### config.mk
export PLATFORM = sky130hd
export DESIGN_NAME = sha256_hash_top_flat
export DESIGN_NICKNAME = d
export VERILOG_FILES = /design/src/rtl/sha256_pkg.sv /design/src/rtl/sha256_hash_if.sv /design/src/rtl/sha256_round.sv /design/src/rtl/sha256_hash_top.sv /design/src/flat_wrapper.sv
export SDC_FILE = /design/constraint.sdc
export NUM_CORES = 2
export LEC_CHECK = 0
export ABC_CLOCK_PERIOD_IN_PS = 33500
export CAP_MARGIN = 25
export CORE_MARGIN = 2
export CORE_UTILIZATION = 45
export CTS_CLUSTER_DIAMETER = 60
export DETAILED_ROUTE_END_ITERATION = 6
export GPL_ROUTABILITY_DRIVEN = 1
export PLACE_DENSITY_LB_ADDON = 0.05
export SLEW_MARGIN = 20
export SYNTH_ARGS = -nofsm -noshare
export SYNTH_HDL_FRONTEND = slang
export SYNTH_HIERARCHICAL = 1
export SYNTH_SLANG_ARGS = --single-unit
### constraint.sdc
create_clock -name clk -period 33.5 [get_ports clk]
set_input_delay 6.7 -clock clk [delete_from_list [all_inputs] [get_ports clk]]
set_output_delay 6.7 -clock clk [all_outputs]
set_load 0.005 [all_outputs]
### src/rtl/sha256_pkg.sv
// Shared SHA-256 definitions: round constants, initial hash value, FSM states
// and the bitwise helper functions used by the round and schedule logic.
package sha256_pkg;

   typedef enum logic [1:0] {
      LOAD  = 2'd0,
      ROUND = 2'd1,
      FINAL = 2'd2,
      DONE  = 2'd3
   } state_t;

   typedef struct packed {
      logic [31:0] a;
      logic [31:0] b;
      logic [31:0] c;
      logic [31:0] d;
      logic [31:0] e;
      logic [31:0] f;
      logic [31:0] g;
      logic [31:0] h;
   } work_t;

   // Padded single-block message for "abc" (24-bit length in the last word)
   localparam logic [511:0] ABC_BLOCK = {32'h61626380, {14{32'h00000000}}, 32'h00000018};

   localparam logic [31:0] IV [0:7] = '{
      32'h6a09e667, 32'hbb67ae85, 32'h3c6ef372, 32'ha54ff53a,
      32'h510e527f, 32'h9b05688c, 32'h1f83d9ab, 32'h5be0cd19
   };

   localparam logic [31:0] K [0:63] = '{
      32'h428a2f98, 32'h71374491, 32'hb5c0fbcf, 32'he9b5dba5,
      32'h3956c25b, 32'h59f111f1, 32'h923f82a4, 32'hab1c5ed5,
      32'hd807aa98, 32'h12835b01, 32'h243185be, 32'h550c7dc3,
      32'h72be5d74, 32'h80deb1fe, 32'h9bdc06a7, 32'hc19bf174,
      32'he49b69c1, 32'hefbe4786, 32'h0fc19dc6, 32'h240ca1cc,
      32'h2de92c6f, 32'h4a7484aa, 32'h5cb0a9dc, 32'h76f988da,
      32'h983e5152, 32'ha831c66d, 32'hb00327c8, 32'hbf597fc7,
      32'hc6e00bf3, 32'hd5a79147, 32'h06ca6351, 32'h14292967,
      32'h27b70a85, 32'h2e1b2138, 32'h4d2c6dfc, 32'h53380d13,
      32'h650a7354, 32'h766a0abb, 32'h81c2c92e, 32'h92722c85,
      32'ha2bfe8a1, 32'ha81a664b, 32'hc24b8b70, 32'hc76c51a3,
      32'hd192e819, 32'hd6990624, 32'hf40e3585, 32'h106aa070,
      32'h19a4c116, 32'h1e376c08, 32'h2748774c, 32'h34b0bcb5,
      32'h391c0cb3, 32'h4ed8aa4a, 32'h5b9cca4f, 32'h682e6ff3,
      32'h748f82ee, 32'h78a5636f, 32'h84c87814, 32'h8cc70208,
      32'h90befffa, 32'ha4506ceb, 32'hbef9a3f7, 32'hc67178f2
   };

   function automatic work_t iv_work();
      return '{a: IV[0], b: IV[1], c: IV[2], d: IV[3],
               e: IV[4], f: IV[5], g: IV[6], h: IV[7]};
   endfunction

   function automatic logic [31:0] ror32(input logic [31:0] x, input int unsigned n);
      return (x >> n) | (x << (32 - n));
   endfunction

   function automatic logic [31:0] ch(input logic [31:0] e, input logic [31:0] f,
                                      input logic [31:0] g);
      return (e & f) ^ (~e & g);
   endfunction

   function automatic logic [31:0] maj(input logic [31:0] a, input logic [31:0] b,
                                       input logic [31:0] c);
      return (a & b) ^ (a & c) ^ (b & c);
   endfunction

   // bsig* are the upper-case Sigma functions (round), ssig* the lower-case sigma (schedule)
   function automatic logic [31:0] bsig0(input logic [31:0] x);
      return ror32(x, 2) ^ ror32(x, 13) ^ ror32(x, 22);
   endfunction

   function automatic logic [31:0] bsig1(input logic [31:0] x);
      return ror32(x, 6) ^ ror32(x, 11) ^ ror32(x, 25);
   endfunction

   function automatic logic [31:0] ssig0(input logic [31:0] x);
      return ror32(x, 7) ^ ror32(x, 18) ^ (x >> 3);
   endfunction

   function automatic logic [31:0] ssig1(input logic [31:0] x);
      return ror32(x, 17) ^ ror32(x, 19) ^ (x >> 10);
   endfunction

endpackage

### src/rtl/sha256_hash_if.sv
// Output bundle of the hash engine: digest words, working variables and FSM debug view.
// There is no valid/ready handshake: the digest is valid once state reads DONE.
interface sha256_hash_if;
   import sha256_pkg::*;

   logic [31:0] h1, h2, h3, h4, h5, h6, h7, h8;
   logic [31:0] a_out, b_out, c_out, d_out, e_out, f_out, g_out, h_out;
   state_t      state;
   logic [5:0]  round_cnt;

   modport master (
      output h1, h2, h3, h4, h5, h6, h7, h8,
      output a_out, b_out, c_out, d_out, e_out, f_out, g_out, h_out,
      output state, round_cnt
   );

   modport slave (
      input h1, h2, h3, h4, h5, h6, h7, h8,
      input a_out, b_out, c_out, d_out, e_out, f_out, g_out, h_out,
      input state, round_cnt
   );

endinterface

### src/rtl/sha256_round.sv
// One SHA-256 compression round, purely combinational: working variables in, next set out.
module sha256_round
   import sha256_pkg::*;
(
   input  work_t       cur,
   input  logic [31:0] k,
   input  logic [31:0] w,
   output work_t       nxt
);

   logic [31:0] t1;
   logic [31:0] t2;

   always_comb begin
      t1 = cur.h + bsig1(cur.e) + ch(cur.e, cur.f, cur.g) + k + w;
      t2 = bsig0(cur.a) + maj(cur.a, cur.b, cur.c);
      nxt.a = t1 + t2;
      nxt.b = cur.a;
      nxt.c = cur.b;
      nxt.d = cur.c;
      nxt.e = cur.d + t1;
      nxt.f = cur.e;
      nxt.g = cur.f;
      nxt.h = cur.g;
   end

endmodule

### src/rtl/sha256_hash_top.sv
// Iterative SHA-256 engine hashing a fixed block after reset, one round per clock.
// Define SHA256_DOUBLE_HASH_EN to rehash the digest (SHA-256d) before reaching DONE.
module sha256_hash_top
   import sha256_pkg::*;
#(
   parameter logic [511:0] MSG_BLOCK = ABC_BLOCK
)(
   input  logic clk,
   input  logic rst,
   sha256_hash_if.master bus
);

   state_t      state;
   logic [5:0]  ctr;
   work_t       work;
   work_t       work_nxt;
   logic [31:0] h_reg [8];
   logic [31:0] w_win [16];
   logic [31:0] w_new;
   logic [511:0] load_block;

`ifdef SHA256_DOUBLE_HASH_EN
   logic pass2;

   // Second block: first digest, then the fixed padding for a 256-bit message
   assign load_block = pass2 ?
      {h_reg[0], h_reg[1], h_reg[2], h_reg[3], h_reg[4], h_reg[5], h_reg[6], h_reg[7],
       32'h80000000, {6{32'h00000000}}, 32'h00000100} : MSG_BLOCK;
`else
   assign load_block = MSG_BLOCK;
`endif

   // The window always holds W[t..t+15]; the word shifted in is W[t+16]
   assign w_new = ssig1(w_win[14]) + w_win[9] + ssig0(w_win[1]) + w_win[0];

   sha256_round u_round (
      .cur (work),
      .k   (K[ctr]),
      .w   (w_win[0]),
      .nxt (work_nxt)
   );

   always_ff @(posedge clk or posedge rst) begin
      if (rst) begin
         state <= LOAD;
         ctr   <= '0;
         work  <= iv_work();
         for (int i = 0; i < 8; i++)  h_reg[i] <= IV[i];
         for (int i = 0; i < 16; i++) w_win[i] <= '0;
`ifdef SHA256_DOUBLE_HASH_EN
         pass2 <= 1'b0;
`endif
      end else begin
         case (state)
            LOAD: begin
               // IV reload also clears the first-pass digest when rehashing
               work <= iv_work();
               for (int i = 0; i < 8; i++)  h_reg[i] <= IV[i];
               for (int i = 0; i < 16; i++) w_win[i] <= load_block[511 - 32*i -: 32];
               ctr   <= '0;
               state <= ROUND;
            end
            ROUND: begin
               work <= work_nxt;
               for (int i = 0; i < 15; i++) w_win[i] <= w_win[i+1];
               w_win[15] <= w_new;
               if (ctr == 6'd63) state <= FINAL;
               else              ctr   <= ctr + 6'd1;
            end
            FINAL: begin
               h_reg[0] <= h_reg[0] + work.a;
               h_reg[1] <= h_reg[1] + work.b;
               h_reg[2] <= h_reg[2] + work.c;
               h_reg[3] <= h_reg[3] + work.d;
               h_reg[4] <= h_reg[4] + work.e;
               h_reg[5] <= h_reg[5] + work.f;
               h_reg[6] <= h_reg[6] + work.g;
               h_reg[7] <= h_reg[7] + work.h;
`ifdef SHA256_DOUBLE_HASH_EN
               if (!pass2) begin
                  pass2 <= 1'b1;
                  state <= LOAD;
               end else begin
                  state <= DONE;
               end
`else
               state <= DONE;
`endif
            end
            DONE: begin
               state <= DONE;
            end
            default: state <= LOAD;
         endcase
      end
   end

   assign bus.h1 = h_reg[0];
   assign bus.h2 = h_reg[1];
   assign bus.h3 = h_reg[2];
   assign bus.h4 = h_reg[3];
   assign bus.h5 = h_reg[4];
   assign bus.h6 = h_reg[5];
   assign bus.h7 = h_reg[6];
   assign bus.h8 = h_reg[7];

   assign bus.a_out = work.a;
   assign bus.b_out = work.b;
   assign bus.c_out = work.c;
   assign bus.d_out = work.d;
   assign bus.e_out = work.e;
   assign bus.f_out = work.f;
   assign bus.g_out = work.g;
   assign bus.h_out = work.h;

   assign bus.state     = state;
   assign bus.round_cnt = ctr;

endmodule

### src/flat_wrapper.sv
// flat-port wrapper written by rule: the top's interface ports become plain ports
module sha256_hash_top_flat import sha256_pkg::*;
#(
   parameter logic [511:0] MSG_BLOCK = ABC_BLOCK
)
  (clk, rst, bus_h1, bus_h2, bus_h3, bus_h4, bus_h5, bus_h6, bus_h7, bus_h8, bus_a_out, bus_b_out, bus_c_out, bus_d_out, bus_e_out, bus_f_out, bus_g_out, bus_h_out, bus_state, bus_round_cnt);
  sha256_hash_if bus_i ();
  input  logic clk;
  input  logic rst;
  output wire logic [$bits(bus_i.h1)-1:0] bus_h1;
  output wire logic [$bits(bus_i.h2)-1:0] bus_h2;
  output wire logic [$bits(bus_i.h3)-1:0] bus_h3;
  output wire logic [$bits(bus_i.h4)-1:0] bus_h4;
  output wire logic [$bits(bus_i.h5)-1:0] bus_h5;
  output wire logic [$bits(bus_i.h6)-1:0] bus_h6;
  output wire logic [$bits(bus_i.h7)-1:0] bus_h7;
  output wire logic [$bits(bus_i.h8)-1:0] bus_h8;
  output wire logic [$bits(bus_i.a_out)-1:0] bus_a_out;
  output wire logic [$bits(bus_i.b_out)-1:0] bus_b_out;
  output wire logic [$bits(bus_i.c_out)-1:0] bus_c_out;
  output wire logic [$bits(bus_i.d_out)-1:0] bus_d_out;
  output wire logic [$bits(bus_i.e_out)-1:0] bus_e_out;
  output wire logic [$bits(bus_i.f_out)-1:0] bus_f_out;
  output wire logic [$bits(bus_i.g_out)-1:0] bus_g_out;
  output wire logic [$bits(bus_i.h_out)-1:0] bus_h_out;
  output wire logic [$bits(bus_i.state)-1:0] bus_state;
  output wire logic [$bits(bus_i.round_cnt)-1:0] bus_round_cnt;
  assign bus_h1 = bus_i.h1;
  assign bus_h2 = bus_i.h2;
  assign bus_h3 = bus_i.h3;
  assign bus_h4 = bus_i.h4;
  assign bus_h5 = bus_i.h5;
  assign bus_h6 = bus_i.h6;
  assign bus_h7 = bus_i.h7;
  assign bus_h8 = bus_i.h8;
  assign bus_a_out = bus_i.a_out;
  assign bus_b_out = bus_i.b_out;
  assign bus_c_out = bus_i.c_out;
  assign bus_d_out = bus_i.d_out;
  assign bus_e_out = bus_i.e_out;
  assign bus_f_out = bus_i.f_out;
  assign bus_g_out = bus_i.g_out;
  assign bus_h_out = bus_i.h_out;
  assign bus_state = bus_i.state;
  assign bus_round_cnt = bus_i.round_cnt;
  sha256_hash_top #(.MSG_BLOCK(MSG_BLOCK)) u_core (.clk(clk), .rst(rst), .bus(bus_i));
endmodule
== Yosys cells after proc, flatten, opt, wreduce, memory -nomap -nowiden ==
Memory sizes are Yosys's and may differ from the RTL's.
Index checks and enable logic that the tools add are counted.
Word-level totals
  register bits: 1032
  memory bits (read-only): 2048
  memories kept: 1
  bits of input ports: 2
  output and inout bits: 520
Memory list
  (name not given): depth 64, bits a word 32, read ports 1, clocked after memory_dff 0, write ports 0, line sha256_hash_top.sv:38  | .k (K[ctr]),
Cells by class
  equal/unequal tests: 6
  order comparisons: 1
  multiplexer cells: 9
  bitwise gates (word level): 28
  add/sub/neg operators: 19
  reduce and logical (&&, ||, !) cells: 5
Operators with widths (number)
  $pmux 256 s2: 2
  $pmux 512 s2: 1
  $add 32x32->32: 18
  $xor 32x32->32: 9
  $and 32x32->32: 5
  $mux 32: 2
  $not 32->32: 1
  $or 10x32->32: 1
  $or 13x32->32: 1
  $or 14x32->32: 1
  $or 15x32->32: 1
  $or 19x32->32: 1
  $or 21x32->32: 1
  $or 25x32->32: 1
  $or 26x32->32: 1
  $or 30x32->32: 1
  $or 7x32->32: 1
  $xor 32x22->32: 1
  $xor 32x29->32: 1
  $pmux 6 s2: 1
  $ge 7x7->1 const B: 1
  $not 6->7: 1
  $add 6x1->6 const B: 1
  $eq 6x6->1 const B: 1
  other kinds (11): 13

== Longest topological paths before layout ==
  word-level depth: 9
  mapped depth: 39
  gate-level depth less buffers: 37

== Hierarchy ==
The synthesis kept the hierarchy.
By module, submodules not included
  sha256_hash_top: cells an instance 5477, area each 55598.3 um^2, sequential area each 26165.1 um^2, times used 1
  sha256_round: cells an instance 1319, area each 10931.7 um^2, sequential area each 0.0 um^2, times used 1

== Least setup slack after synthesis ==
No wires, ideal clock.
  path type: reg2reg
  from: reg u_core.ctr[2], in the netlist u_core/bus.round_cnt[2]
  to: reg u_core.work (netlist bit u_core/bus.a_out[29])
  setup time: 0.061 ns
  slack: 25.570 ns
  path buffers: 4
  arrival: 7.869 ns
  clock period less this slack: 7.930 ns
  cell stages (with the launch flop): 39
  cell sequence: dfrtp_1 -> clkbuf_1 -> inv_1 -> clkbuf_1 -> buf_1 -> ha_1 -> nand2b_1 -> o21ai_0 -> a21oi_1 -> a21oi_1 -> inv_1 -> fa_1 -> fa_1 -> inv_1 -> fa_1 -> ha_1 -> fa_1 -> a21oi_1 -> [3 not listed] -> nand3_1 -> nand2_1 -> a21o_1 -> a21oi_1 -> xnor2_1 -> fa_1 -> ha_1 -> clkbuf_1 -> a21oi_1 -> o21ai_1 -> a2111oi_0 -> o31ai_1 -> a21oi_1 -> a21oi_1 -> a211o_1 -> a21oi_1 -> xnor2_1 -> o22a_1
RTL lines
  start: declaration: line sha256_hash_top.sv:14  | logic [5:0] ctr;
  start signal: assignment: line sha256_hash_top.sv:68  | else ctr <= ctr + 6'd1;
  end signal: assignment: line sha256_hash_top.sv:47  | work <= iv_work();
  end signal: assignment: line sha256_hash_top.sv:57  | work <= iv_work();
  end signal: assignment: line sha256_hash_top.sv:64  | work <= work_nxt;
  end: declaration: line sha256_hash_top.sv:15  | work_t work;

==> summary.txt <==
Run status
  • Status: finished, final reports clean

Worst setup path
  • Worst setup startpoint: rst
  • Worst R2R Setup Slack: 23.79 ns
  • Most frequent CP cell: buf_4
  • Critical path launch point type: input port
  • Max incr delay on CP: 0.76 ns
  • Worst reg2reg path depth: 31
  • Slowest-stage cell, CP: buf_4
  • WP data required: 34.30 ns
  • Reg2reg end: u_core/bus.a_out[29]
  • WS Path Type: in2async
  • Crit path DAT: 10.88 ns
  • Worst setup path endpoint: u_core/w_win[30]
  • Element type at the critical path end: asynchronous set/reset pin
  • Critical path cell sequence: clkdlybuf4s50_1, clkinvlp_4, buf_12, buf_4, buf_4, buf_4, buf_4
  • FF-to-FF Start: u_core/bus.round_cnt[2]
  • Critical path peak fanout: 157

Yosys
  • Syn nets: 7382
  • Cell count after synthesis: 6796
  • Synth area leaders: dfrtp_1 29%, dfstp_2 11%, ha_1 7.3%
  • Dominant cell type by area after synthesis: dfrtp_1
  • Top post-synthesis cells by count: 760 x dfrtp_1, 720 x nand2_1, 520 x o21ai_0, 389 x a22o_1, 389 x ha_1
  • Share of the synthesized area in the top cell type: 28.6%
  • Sequential share of the synthesized area: 39.3%
  • Avg Synthesized Cell Area: 9.79 um^2
  • Synth cell types: 92
  • Most frequent cell after synthesis: dfrtp_1
  • Ys Warns: 6
  • Ys flop type: dfrtp_1
  • Fraction of registers with async set/reset: 100%
  • Seq cells post-synth: 1032
  • Number of flops mapped to enable cells by yosys: 0
  • Post-Syn Area: 66500 um^2

Clock network
  • Setup Fix Bufs, Post-CTS: 0
  • Post-CTS sizing: 0
  • Clk_lat worst skew: 0.79 ns
  • Max Root-Sink Buffers: 3
  • Clk sinks: 1032
  • H-tree Lvls: 4
  • CTS tree: built
  • Num CTS Buffers: 132
  • Hold-fix buffers, CTS: 0
  • Clock root buffer: clkbuf_16
  • Worst-path clk slew: 0.06 ns

Floorplan
  • DIE AREA: 151000 um^2
  • FP Rows: 141
  • Initial core utilization: 45.2%
  • Die height: 389 um
  • Core area: 147000 um^2
  • I/O pin total: 522
  • Die W: 389 um

Layout
  • Multi-input gate area: 36000 um^2
  • Non-Filler Instances: 8989
  • Fin area: 76600 um^2
  • Antenna diodes: 0
  • Layout cells sized above 1: 9.01%
  • Fill cell count: 13500
  • Sequential cell area: 26200 um^2
  • Final-stage net count: 7538
  • Area Growth Syn to Fin: 15.1%

Global routing
  • Largest net degree at the start of global routing: 245
  • Vias in the first global route: 51400
  • Initial antenna violation count: 1
  • Congestion Overflow GR: 0
  • Global-route wire length before repair: 347000 um
  • Overall routing resource usage: 30.5%

Place
  • Pre-CTS setup slack: 22.40 ns
  • GP Congestion: 0.974
  • Cell Area, Placed: 72000 um^2
  • Port bufs: 521
  • Placed cells: 8745
  • HPWL Detailed: 171000 um

Drt
  • Post-DRT Antenna Nets: 0
  • Router iterations before antenna repair: 6
  • Vias: 53100
  • Vias/cell: 5.91
  • DRC Markers: 0
  • Drt wl/cell: 26.1 um
  • Initial drt markers: 4672
  • Detailed Route WL: 235000 um

Power
  • Clock power share: 53.6%
  • Int Power: 0.00213 W
  • Worst ir drop on vdd: 49.4 uV
  • Sw power: 0.000614 W
  • Pwr Density: 35.9 nW/um^2
  • Part of the power in registers: 45.4%
  • Combinational Power Share: 1.0%
  • Leakage: 34.7 nW
  • Sw Share: 22.3%

Timing
  • Final slew viol count: 0
  • RSZ-0062 raised after global routing: no
  • Worst Skew: 0.0359 ns
  • Setup tns final: 0 ns
  • Max-slew headroom: 24.6%
  • Hold Vio Cnt, Final: 0
  • Tcrit/Tclk final: 30.1%
  • Worst Setup Slack, final: 23.42 ns
  • Slew @ Worst Pin: 1.13 ns
  • Fin crit period: 10.08 ns
  • Count of final setup violators: 0
  • Highest clock rate: 0.0992 GHz

Run
  • Max-cap violations: 0

Min path
  • Worst hold path type: reg2reg
sequential cells by signal, summed over array words and instances, names as in the netlist:
register	flops
u_core/bus.h5	32
u_core/bus.h_out	32
u_core/bus.h3	32
u_core/bus.h6	32
u_core/bus.g_out	32
u_core/bus.round_cnt	6
u_core/bus.h4	32
u_core/bus.e_out	32
u_core/bus.h7	32
u_core/bus.c_out	32
u_core/bus.state	2
u_core/bus.a_out	32
u_core/w_win	512
u_core/bus.f_out	32
u_core/bus.h8	32
u_core/bus.b_out	32
u_core/bus.h1	32
u_core/bus.d_out	32
u_core/bus.h2	32
worst min path at each step:
stage	from	end	slack (ns)	cells after the start
global placement	u_core/w_win[359]	u_core/w_win[359]	0.46	2
global route	u_core/w_win[84]	u_core/w_win[116]	0.50	1
finish	u_core/w_win[365]	u_core/w_win[365]	0.48	2
detailed placement	u_core/w_win[345]	u_core/w_win[345]	0.47	2
CTS	u_core/w_win[175]	u_core/w_win[207]	0.47	2
floorplan	u_core/w_win[344]	u_core/w_win[344]	0.45	2
critical path, delay by kind of cell:
kind | cells | cell delay [ns]
buf+inv | 7 | 3.75
through the flow:
stage | util, % | power, W | hold WS, ns
4_1_cts | 51.9 | 0.00278 | 0.473
6_report | 52.0 | 0.00275 | 0.477
3_5_place_dp | 48.9 | 0.00130 | 0.470
3_3_place_gp | 48.9 | 0.00130 | 0.462
5_1_grt | 52.0 | 0.00284 | 0.498
2_1_floorplan | - | 0.00129 | 0.450
layout make-up:
cell class | instances | area share (%)
multi-input combinational | 4793 | 47.0
sequential | 1032 | 34.2
timing repair buffer | 605 | 7.81
clock buffer | 188 | 4.94
tap | 1930 | 3.15
inverter | 388 | 1.92
clock inverter | 53 | 0.995
layout by cell type, fill, tap and decap left out, types with 26 or more instances in the layout:
master           count
o21ai_1             41
dfrtp_1            754
buf_4               75
clkbuf_16          133
nor2b_1             44
nor3_1              60
clkbuf_1            30
o211ai_1            34
fa_1               195
a21o_1             191
nor2_1             227
o21ai_0            520
o31ai_1             59
xor2_1             214
nand2b_1            54
a2bb2oi_1          114
o21a_1              49
nand3_1             73
a31oi_1             50
a21oi_1            379
o22a_1             137
clkdlybuf4s50_1    521
nand4_1             26
xnor2_1            369
a22o_1             389
nand2_1            718
ha_1               389
mux2i_1             32
inv_1              383
dfstp_2            272
a211oi_1            45
o21bai_1            51
and3_1              35
layer usage:
metal	global-route usage, %	vias up	part of all wire (%)	wire length (um)
met1	43.3	26700	45	106000
met3	4.84	338	6.3	14800
met2	47.9	1820	45	106000
met4	9.47	2	3.1	7390
li1	-	24200	-	-
met5	0	-	0.0055	13
power groups by stage:
| stage | combinational [W] | sequential (W) | clock, W |
|---|---|---|---|
| after CTS | 0.0000278 | 0.00125 | 0.00151 |
| after floorplan | 0.0000179 | 0.00127 | 0 |
| after global placement | 0.0000277 | 0.00127 | 0 |
| after detailed placement | 0.0000278 | 0.00127 | 0 |
| final | 0.0000268 | 0.00125 | 0.00147 |
| after global routing | 0.0000318 | 0.00125 | 0.00156 |
kinds of logic after synthesis:
logic type | synth area share, %
adder cells (fa/ha/maj) | 13.5
XOR/XNOR | 7.67
multiplexers | 0.938
AND/OR/NAND/NOR | 8.71
AO/OA/AOI/OAI | 23.3
flip-flops | 39.3
buffers and inverters | 6.59
Note: power is estimated with default switching activity, not from simulation.
